### config.mk
export PLATFORM = sky130hd
export DESIGN_NAME = seg7_readback_monitor
export DESIGN_NICKNAME = d
export VERILOG_FILES = /design/src/rtl/seg7_readback_monitor.sv
export SDC_FILE = /design/constraint.sdc
export NUM_CORES = 1
export LEC_CHECK = 0
export BUFFER_PORTS_ARGS = -buffer_cell sky130_fd_sc_hd__buf_2
export CORE_ASPECT_RATIO = 1.5
export CORE_UTILIZATION = 29
export DETAILED_ROUTE_END_ITERATION = 7
export SYNTH_ARGS = -nofsm -noshare
export SYNTH_HDL_FRONTEND = slang
export SYNTH_SLANG_ARGS = --single-unit
### constraint.sdc
create_clock -name clk -period 2.57 [get_ports clk]
set_input_delay 0.514 -clock clk [delete_from_list [all_inputs] [get_ports clk]]
set_output_delay 0.514 -clock clk [all_outputs]
set_load 0.03 [all_outputs]
### src/rtl/seg7_readback_monitor.sv
`default_nettype none
// +----------------------------------------------------------------------------+
// | Module      : seg7_readback_monitor                                        |
// | Description : Samples a 7-segment bus, filters glitches, decodes it back   |
// |               to a countdown digit and flags illegal glyphs or sequences.  |
// |               Optional err_count output when SEG7_ERR_COUNTER_EN defined.  |
// | Revision    : 1.0  initial release                                         |
// +----------------------------------------------------------------------------+
module seg7_readback_monitor #(
    parameter int unsigned STABLE_CYCLES  = 4,
    parameter int unsigned MAX_COUNT      = 9,
    parameter bit          SEG_ACTIVE_LOW = 1'b0
) (
    input  logic       clk,
    input  logic       rst,
    input  logic [6:0] seg7,
    input  logic       clear_err,
    output logic [3:0] digit_out,
    output logic       blank_out,
    output logic       digit_valid,
    output logic       pattern_err,
    output logic       seq_err
`ifdef SEG7_ERR_COUNTER_EN
    ,
    output logic [7:0] err_count
`endif
);

    localparam logic [7:0] STAB_MAX = 8'(STABLE_CYCLES);
    localparam logic [3:0] MAX_DIG  = 4'(MAX_COUNT);

    typedef enum logic [0:0] {
        ST_IDLE  = 1'b0,
        ST_TRACK = 1'b1
    } state_t;

    logic [6:0] sync1_q, sync1_d, sync2_q, sync2_d;
    logic [7:0] stab_q, stab_d;
    logic [6:0] last_q, last_d;
    logic [3:0] prev_q, prev_d;
    state_t     state_q, state_d;
    logic [3:0] digit_q, digit_d;
    logic       blank_q, blank_d;
    logic       valid_q, valid_d;
    logic       perr_q, perr_d;
    logic       serr_q, serr_d;
    logic [6:0] sample;
    logic [4:0] dec;
    logic       accept;
    logic       pat_evt;
    logic       seq_evt;

    // Returns {legal, value}; legal=0 covers both blank and junk codes.
    function automatic logic [4:0] decode(input logic [6:0] p);
        case (p)
            7'h3F:   decode = 5'h10;
            7'h06:   decode = 5'h11;
            7'h5B:   decode = 5'h12;
            7'h4F:   decode = 5'h13;
            7'h66:   decode = 5'h14;
            7'h6D:   decode = 5'h15;
            7'h7D:   decode = 5'h16;
            7'h07:   decode = 5'h17;
            7'h7F:   decode = 5'h18;
            7'h6F:   decode = 5'h19;
            default: decode = 5'h00;
        endcase
    endfunction

    always_comb begin
        sync1_d = seg7;
        sync2_d = sync1_q;
        last_d  = last_q;
        prev_d  = prev_q;
        state_d = state_q;
        digit_d = digit_q;
        blank_d = blank_q;
        valid_d = 1'b0;
        pat_evt = 1'b0;
        seq_evt = 1'b0;

        // sync1_q is the newest synchronized sample, sync2_q the one before it.
        if (sync1_q == sync2_q) begin
            stab_d = (stab_q == STAB_MAX) ? stab_q : stab_q + 8'd1;
        end else begin
            stab_d = 8'd0;
        end

        sample = SEG_ACTIVE_LOW ? ~sync1_q : sync1_q;
        dec    = decode(sample);
        accept = (stab_d == STAB_MAX) && (stab_q != STAB_MAX) && (sample != last_q);

        if (accept) begin
            last_d  = sample;
            valid_d = 1'b1;
            if (sample == 7'h00) begin
                blank_d = 1'b1;
                state_d = ST_IDLE;
            end else if (dec[4]) begin
                digit_d = dec[3:0];
                blank_d = 1'b0;
                if (dec[3:0] > MAX_DIG) begin
                    seq_evt = 1'b1;
                    state_d = ST_IDLE;
                end else begin
                    if (state_q == ST_TRACK &&
                        !((prev_q != 4'd0 && dec[3:0] == prev_q - 4'd1) ||
                          (prev_q == 4'd0 && dec[3:0] == MAX_DIG))) begin
                        seq_evt = 1'b1;
                    end
                    state_d = ST_TRACK;
                    prev_d  = dec[3:0];
                end
            end else begin
                pat_evt = 1'b1;
                blank_d = 1'b0;
                state_d = ST_IDLE;
            end
        end

        // A new error event outranks a simultaneous clear.
        perr_d = (perr_q & ~clear_err) | pat_evt;
        serr_d = (serr_q & ~clear_err) | seq_evt;
    end

    always_ff @(posedge clk or posedge rst) begin
        if (rst) begin
            sync1_q <= 7'h00;
            sync2_q <= 7'h00;
            stab_q  <= 8'd0;
            last_q  <= 7'h00;
            prev_q  <= 4'd0;
            state_q <= ST_IDLE;
            digit_q <= 4'd0;
            blank_q <= 1'b1;
            valid_q <= 1'b0;
            perr_q  <= 1'b0;
            serr_q  <= 1'b0;
        end else begin
            sync1_q <= sync1_d;
            sync2_q <= sync2_d;
            stab_q  <= stab_d;
            last_q  <= last_d;
            prev_q  <= prev_d;
            state_q <= state_d;
            digit_q <= digit_d;
            blank_q <= blank_d;
            valid_q <= valid_d;
            perr_q  <= perr_d;
            serr_q  <= serr_d;
        end
    end

    assign digit_out   = digit_q;
    assign blank_out   = blank_q;
    assign digit_valid = valid_q;
    assign pattern_err = perr_q;
    assign seq_err     = serr_q;

`ifdef SEG7_ERR_COUNTER_EN
    logic [7:0] err_count_q, err_count_d;

    always_comb begin
        err_count_d = err_count_q;
        if (clear_err) begin
            err_count_d = {7'd0, pat_evt | seq_evt};
        end else if ((pat_evt | seq_evt) && err_count_q != 8'hFF) begin
            err_count_d = err_count_q + 8'd1;
        end
    end

    always_ff @(posedge clk or posedge rst) begin
        if (rst) begin
            err_count_q <= 8'd0;
        end else begin
            err_count_q <= err_count_d;
        end
    end

    assign err_count = err_count_q;
`endif

endmodule
`default_nettype wire

## Word-level counts from Yosys, hierarchy flattened

Index checks and enable logic that the tools add are counted.

| word-level totals | value |
|---|---|
| register bits after elaboration | 42 |
| logic and storage cells | 66 |

| cells by class | value |
|---|---|
| $add $sub $neg | 2 |
| order comparisons | 1 |
| equality and inequality tests | 17 |
| multiplexer cells | 16 |
| bitwise operators | 7 |
| reductions and logical operators | 12 |

Operators with widths:

| operator | number |
|---|---|
| $pmux W5 S10 | 1 |
| $eq A7 B7 Y1 const B | 7 |
| $eq A8 B3 Y1 const B | 2 |
| $mux W8 | 2 |
| $eq A7 B3 Y1 const B | 2 |
| $mux W1 | 13 |
| $add A8 B1 Y8 const B | 1 |
| $ne A8 B3 Y1 const B | 1 |
| $eq A7 B6 Y1 const B | 1 |
| $eq A7 B7 Y1 | 1 |
| $logic_not A7 Y1 | 1 |
| $ne A7 B7 Y1 | 1 |
| $logic_and A1 B1 Y1 | 5 |
| $eq A4 B4 Y1 | 1 |
| $eq A4 B4 Y1 const B | 1 |
| $gt A4 B4 Y1 const B | 1 |
| $logic_not A4 Y1 | 1 |
| $reduce_and A4 Y1 | 1 |
| $reduce_bool A4 Y1 | 1 |
| $sub A4 B1 Y4 const B | 1 |
| $not A1 Y1 | 3 |
| $reduce_and A3 Y1 | 1 |
| $and A1 B1 Y1 | 2 |
| $or A1 B1 Y1 | 2 |
| 2 further kinds | 2 |

## Depth between registers and ports, before layout

| logic depth | value |
|---|---|
| depth after elaboration | 13 |
| mapped depth | 10 |

## Least setup slack after synthesis

OpenSTA, ideal clock, no wires.

| timing path | value |
|---|---|
| path kind | flip-flop to flip-flop |
| from | reg sync1_q[2] (netlist: sample[2]) |
| to | reg last_q[6] |
| library setup time | 0.127 ns |
| arrival | 2.342 ns |
| data required time | 2.443 ns |
| path slack | 0.101 ns |
| cell stages (with the launch flop) | 10 |
| buffers on the path | 3 |
| clock period less this slack | 2.469 ns |
| cells stage by stage | dfrtp_1 -> buf_4 -> xor2_1 -> nor4_2 -> nand4_2 -> or3b_4 -> or2_1 -> buf_6 -> buf_6 -> mux2_1 |

| on the way | value |
|---|---|
| cells in the longest elaborated chain, start to end | 5 |

RTL lines:

| element | RTL line | RTL |
|---|---|---|
| start, declared | 37 | `logic [6:0] sync1_q, sync1_d, sync2_q, sync2_d;` |
| start signal, assigned | 140 | `sync1_q <= sync1_d;` |
| $eq A7 B7 Y1 | 83 | `if (sync1_q == sync2_q) begin` |
| $mux W8 | 83 |  |
| $eq A8 B3 Y1 | 91 | `accept = (stab_d == STAB_MAX) && (stab_q != STAB_MAX) && (sample != last_q);` |
| $logic_and A1 B1 Y1 | 91 |  |
| $logic_and A1 B1 Y1 (*) | 91 |  |
| end signal, assigned | 143 | `last_q <= last_d;` |
| end, declared | 39 | `logic [6:0] last_q, last_d;` |

Every way passes the cells marked *; elsewhere a longest branch is shown, timed or not.
A chain may end at the register's enable or synchronous reset.

## Worst setup path in the final report

| timing path | value |
|---|---|
| from | reg stab_q[2] |
| to | reg last_q[5] |

| on the way | value |
|---|---|
| cells in the longest elaborated chain, start to end | 6 |

RTL lines:

| element | RTL line | RTL |
|---|---|---|
| start, declared | 38 | `logic [7:0] stab_q, stab_d;` |
| start signal, assigned | 142 | `stab_q <= stab_d;` |
| $add A8 B1 Y8 / $eq A8 B3 Y1 (equally long branches) | 84 | `stab_d = (stab_q == STAB_MAX) ? stab_q : stab_q + 8'd1;` |
| $mux W8 | 84 |  |
| $mux W8 | 83 |  |
| $eq A8 B3 Y1 | 91 |  |
| $logic_and A1 B1 Y1 (*) (2 in a row) | 91 |  |

Marks and branches as above.

==> run_results.csv <==
group,metric,value,unit
clocking,cts_htree_levels,2,
run,maxCapViolCount,0,
critical_path,cp_max_fo,7,
sta,tightestPinTransition,0.613,ns
logic_synthesis,synth_edf_count,0,
critical_path,r2r-end,"last_q[5]",
layout,num_antenna_cells,0,
critical_path,startpoint,"stab_q[2]",
global_route,gr-max-usage-layer,"met2",
global_route,met1_usage,12.9,%
logic_synthesis,synthesis.nets,205,
clocking,cts_tree,"yes",
clocking,cts_buffers,5,
logic_synthesis,synth_xor_area_share,10.8,%
sta,finalHoldViolations,0,
hold_path,hp-class,"input pin to async pin",
clocking,cts_resized,0,
critical_path,crit_path_cell_trace,"and3_1, a311oi_1, a31oi_1, or3b_4, or2_1, buf_4, mux2_1",
clocking,root_buffer,"clkbuf_8",
critical_path,reg2reg_slack,0.24,ns
global_route,grt_pass1_vias,1552,
floorplan,die_width,71.7,um
routing,vias,1484,
sta,relSlewSlack,58.8,%
pwr,power_leakage,1.13,nW
sta,rsz0062_at_grt,"no",
clocking,cts.sinks,42,
global_route,grt_pass1_wl,7300,um
layout,final_util,35.4,%
clocking,post_cts_buffers,0,
logic_synthesis,synth-seq-area-share,49.7,%
sta,min_period,2.33,ns
logic_synthesis,ys_warn_count,0,
logic_synthesis,synth_ff_type,"dfrtp_1",
global_route,grtUsageTotal,12.6,%
layout,drive_gt1_share,21.7,%
layout,fin_nets,234,
logic_synthesis,synth_cells,191,
sta,setup_tns,0,ns
critical_path,required,2.75,ns
critical_path,cp-endpoint,"last_q[5]",
critical_path,end_kind,"flip-flop",
routing,drt_iter0_drc,52,
critical_path,crit_type,"flip-flop to flip-flop",
floorplan,rows,37,
clocking,cts_buffer_depth,2,
floorplan,core,6940,um^2
logic_synthesis,yosys.area_share.simple,16.0,%
sta,fmax,430,MHz
global_route,antenna_found_initial,0,
sta,fin_crit_sh,90.5,%
floorplan,io_pins,18,
placed_design,place_congestion,0.770,
global_route,grt-ovfl-total,0,
placed_design,place_hpwl,3100,um
global_route,grt_max_degree,43,
logic_synthesis,synth_top_family_by_area,"simple AND/OR/NAND/NOR gates",
layout,multi_input_area,950,um^2
critical_path,critPathLaunchType,"flip-flop",
critical_path,critical-path-top-delay-family,"simple AND/OR/NAND/NOR gates",
critical_path,cp_num_cells,7,
pwr,powerDensity,524,nW/um^2
floorplan,die_y,107,um
critical_path,worst_ep_arrival_time,2.51,ns
global_route,met2_usage,23.2,%
routing,viasPerCell,4.96,
floorplan,start_util,30.5,%
routing,drtAntennaViolNets,0,
global_route,met3_usage,2.54,%
routing,wire_per_inst,14.0,um
logic_synthesis,synthAdderAreaFrac,2.37,%
clocking,clk_pin_slew,0.08,ns
sta,finClkSkew,0.0111,ns
critical_path,r2r_cells,7,
routing,drc,0,
critical_path,max_stage_delay,0.46,ns
logic_synthesis,muxShareOfSynthArea,6.74,%
layout,instances_no_fill,299,
logic_synthesis,syn_area,2120,um^2
critical_path,worst-path-buf-inv,1,
sta,setup_violations,0,
layout,regArea,1050,um^2
pwr,irDropWorstVdd,0.235,mV
clocking,worstSkewPairLatency,0.30,ns
layout,fill_cells,701,
sta,slew_viol_final,0,
logic_synthesis,ys_async_sr_fraction,100,%
routing,routed_wl,4200,um
logic_synthesis,ys_types,49,
logic_synthesis,ys_ff_latch,42,
routing,drt-pass1-iter-count,4,
critical_path,slowest_stage,"dfrtp_1",
layout,areaGrowthSynthToFinish,16.3,%
clocking,cts_hold_buffers,0,
floorplan,die-area,7650,um^2
logic_synthesis,avgSynthCellArea,11.1,um^2
run_status,status,"complete, no violations",
placed_design,dp_cells,291,
logic_synthesis,synth_compound_area_share,8.99,%
critical_path,r2r_start,"stab_q[2]",
placed_design,numPortBuffers,17,
worst min path at each step:
stage	startpoint	end	slack (ns)
5_1_grt	seg7[1]	sample[1]	0.29
4_1_cts	seg7[0]	sample[0]	0.30
3_5_place_dp	digit_out[3]	digit_out[3]	0.48
6_report	rst	stab_q[0]	0.31
3_3_place_gp	digit_out[3]	digit_out[3]	0.47
2_1_floorplan	sample[6]	sync2_q[6]	0.35
layout by cell type (no fill, tap or decap), types with 3 or more instances in the layout:
cell / instances
a21oi_1: 6
and3_1: 4
buf_2: 17
buf_4: 15
clkbuf_8: 5
dfrtp_1: 41
ha_1: 4
inv_1: 11
mux2_1: 10
mux2i_1: 3
nand2_1: 5
nand3_1: 8
nand4_1: 3
nor2_1: 14
nor3b_1: 3
nor4_1: 3
o22ai_1: 5
xnor2_1: 12
xor2_1: 14
where the power goes:
group	total [mW]	internal, mW	switching (mW)
clock network	0.532	0.289	0.243
logic	0.0719	0.0308	0.0411
registers	0.685	0.672	0.0133
through the flow:
step                      hold slack, ns  area [um^2]  power, mW  setup WS [ns]
after floorplan                    0.349         2120      0.746          0.101
after global placement             0.469         2350      0.772          0.293
after detailed placement           0.480         2350      0.772          0.255
after CTS                          0.300         2460       1.31          0.247
after global routing               0.290         2460       1.35          0.110
final                              0.312         2460       1.29          0.243
kinds of logic (layout without fill, tap and decap cells):
group | count (synthesis) | after routing
xor gates and xnor gates | 26 | 26
muxes | 13 | 13
buffers and inverters | 23 | 53
DFF | 42 | 42
and+or+nand+nor | 57 | 57
adders and majority gates | 4 | 4
AOI/OAI and AO/OA | 26 | 26
layout make-up:
class                   count  area share [%]
flip-flops and latches     42            42.8
multi-input cells         126            38.6
repair buffers             32            8.04
well taps                  78            3.97
clock buffers               5            2.80
inverters                  13            1.98
clock inverters             3            1.83
worst register-to-register path: stages, from the launching register on:
cell      delay [ns]
dfrtp_1         0.46
and3_1          0.24
a311oi_1        0.28
a31oi_1         0.09
or3b_4          0.41
or2_1           0.25
buf_4           0.17
mux2_1          0.32
layer usage:
layer  part of all wire (%)  routed length [um]
met1                     39                1640
met2                     56                2340
met3                    2.1                  88
met4                    3.0                 127
met5                      0                   0
sequential cells by signal, summed over array words and instances, names as in the netlist:
register / count
sync2_q: 7
digit_valid: 1
seq_err: 1
digit_out: 4
prev_q: 4
blank_out: 1
stab_q: 8
pattern_err: 1
sample: 7
state_q: 1
last_q: 7
synth_stat cells (2+ instances only):
| master | number | share of area [%] |
|---|---|---|
| dfrtp_1 | 41 | 48 |
| nor2_1 | 14 | 2.5 |
| xor2_1 | 14 | 5.8 |
| inv_1 | 12 | 2.1 |
| xnor2_1 | 12 | 5.0 |
| mux2_1 | 10 | 5.3 |
| nand3_1 | 8 | 1.9 |
| a21oi_1 | 6 | 1.4 |
| clkbuf_1 | 5 | 0.89 |
| nand2_1 | 5 | 0.89 |
| o22ai_1 | 5 | 1.5 |
| and3_1 | 4 | 1.2 |
| ha_1 | 4 | 2.4 |
| buf_6 | 3 | 1.6 |
| mux2i_1 | 3 | 1.4 |
| nand4_1 | 3 | 0.89 |
| nor3b_1 | 3 | 1.1 |
| nor4_1 | 3 | 0.89 |
| a21o_1 | 2 | 0.71 |
| and2_1 | 2 | 0.59 |
| nand2b_1 | 2 | 0.59 |
| nor3_1 | 2 | 0.47 |
| o32ai_1 | 2 | 0.83 |
No activity file was read; power rests on OpenSTA's default activity.
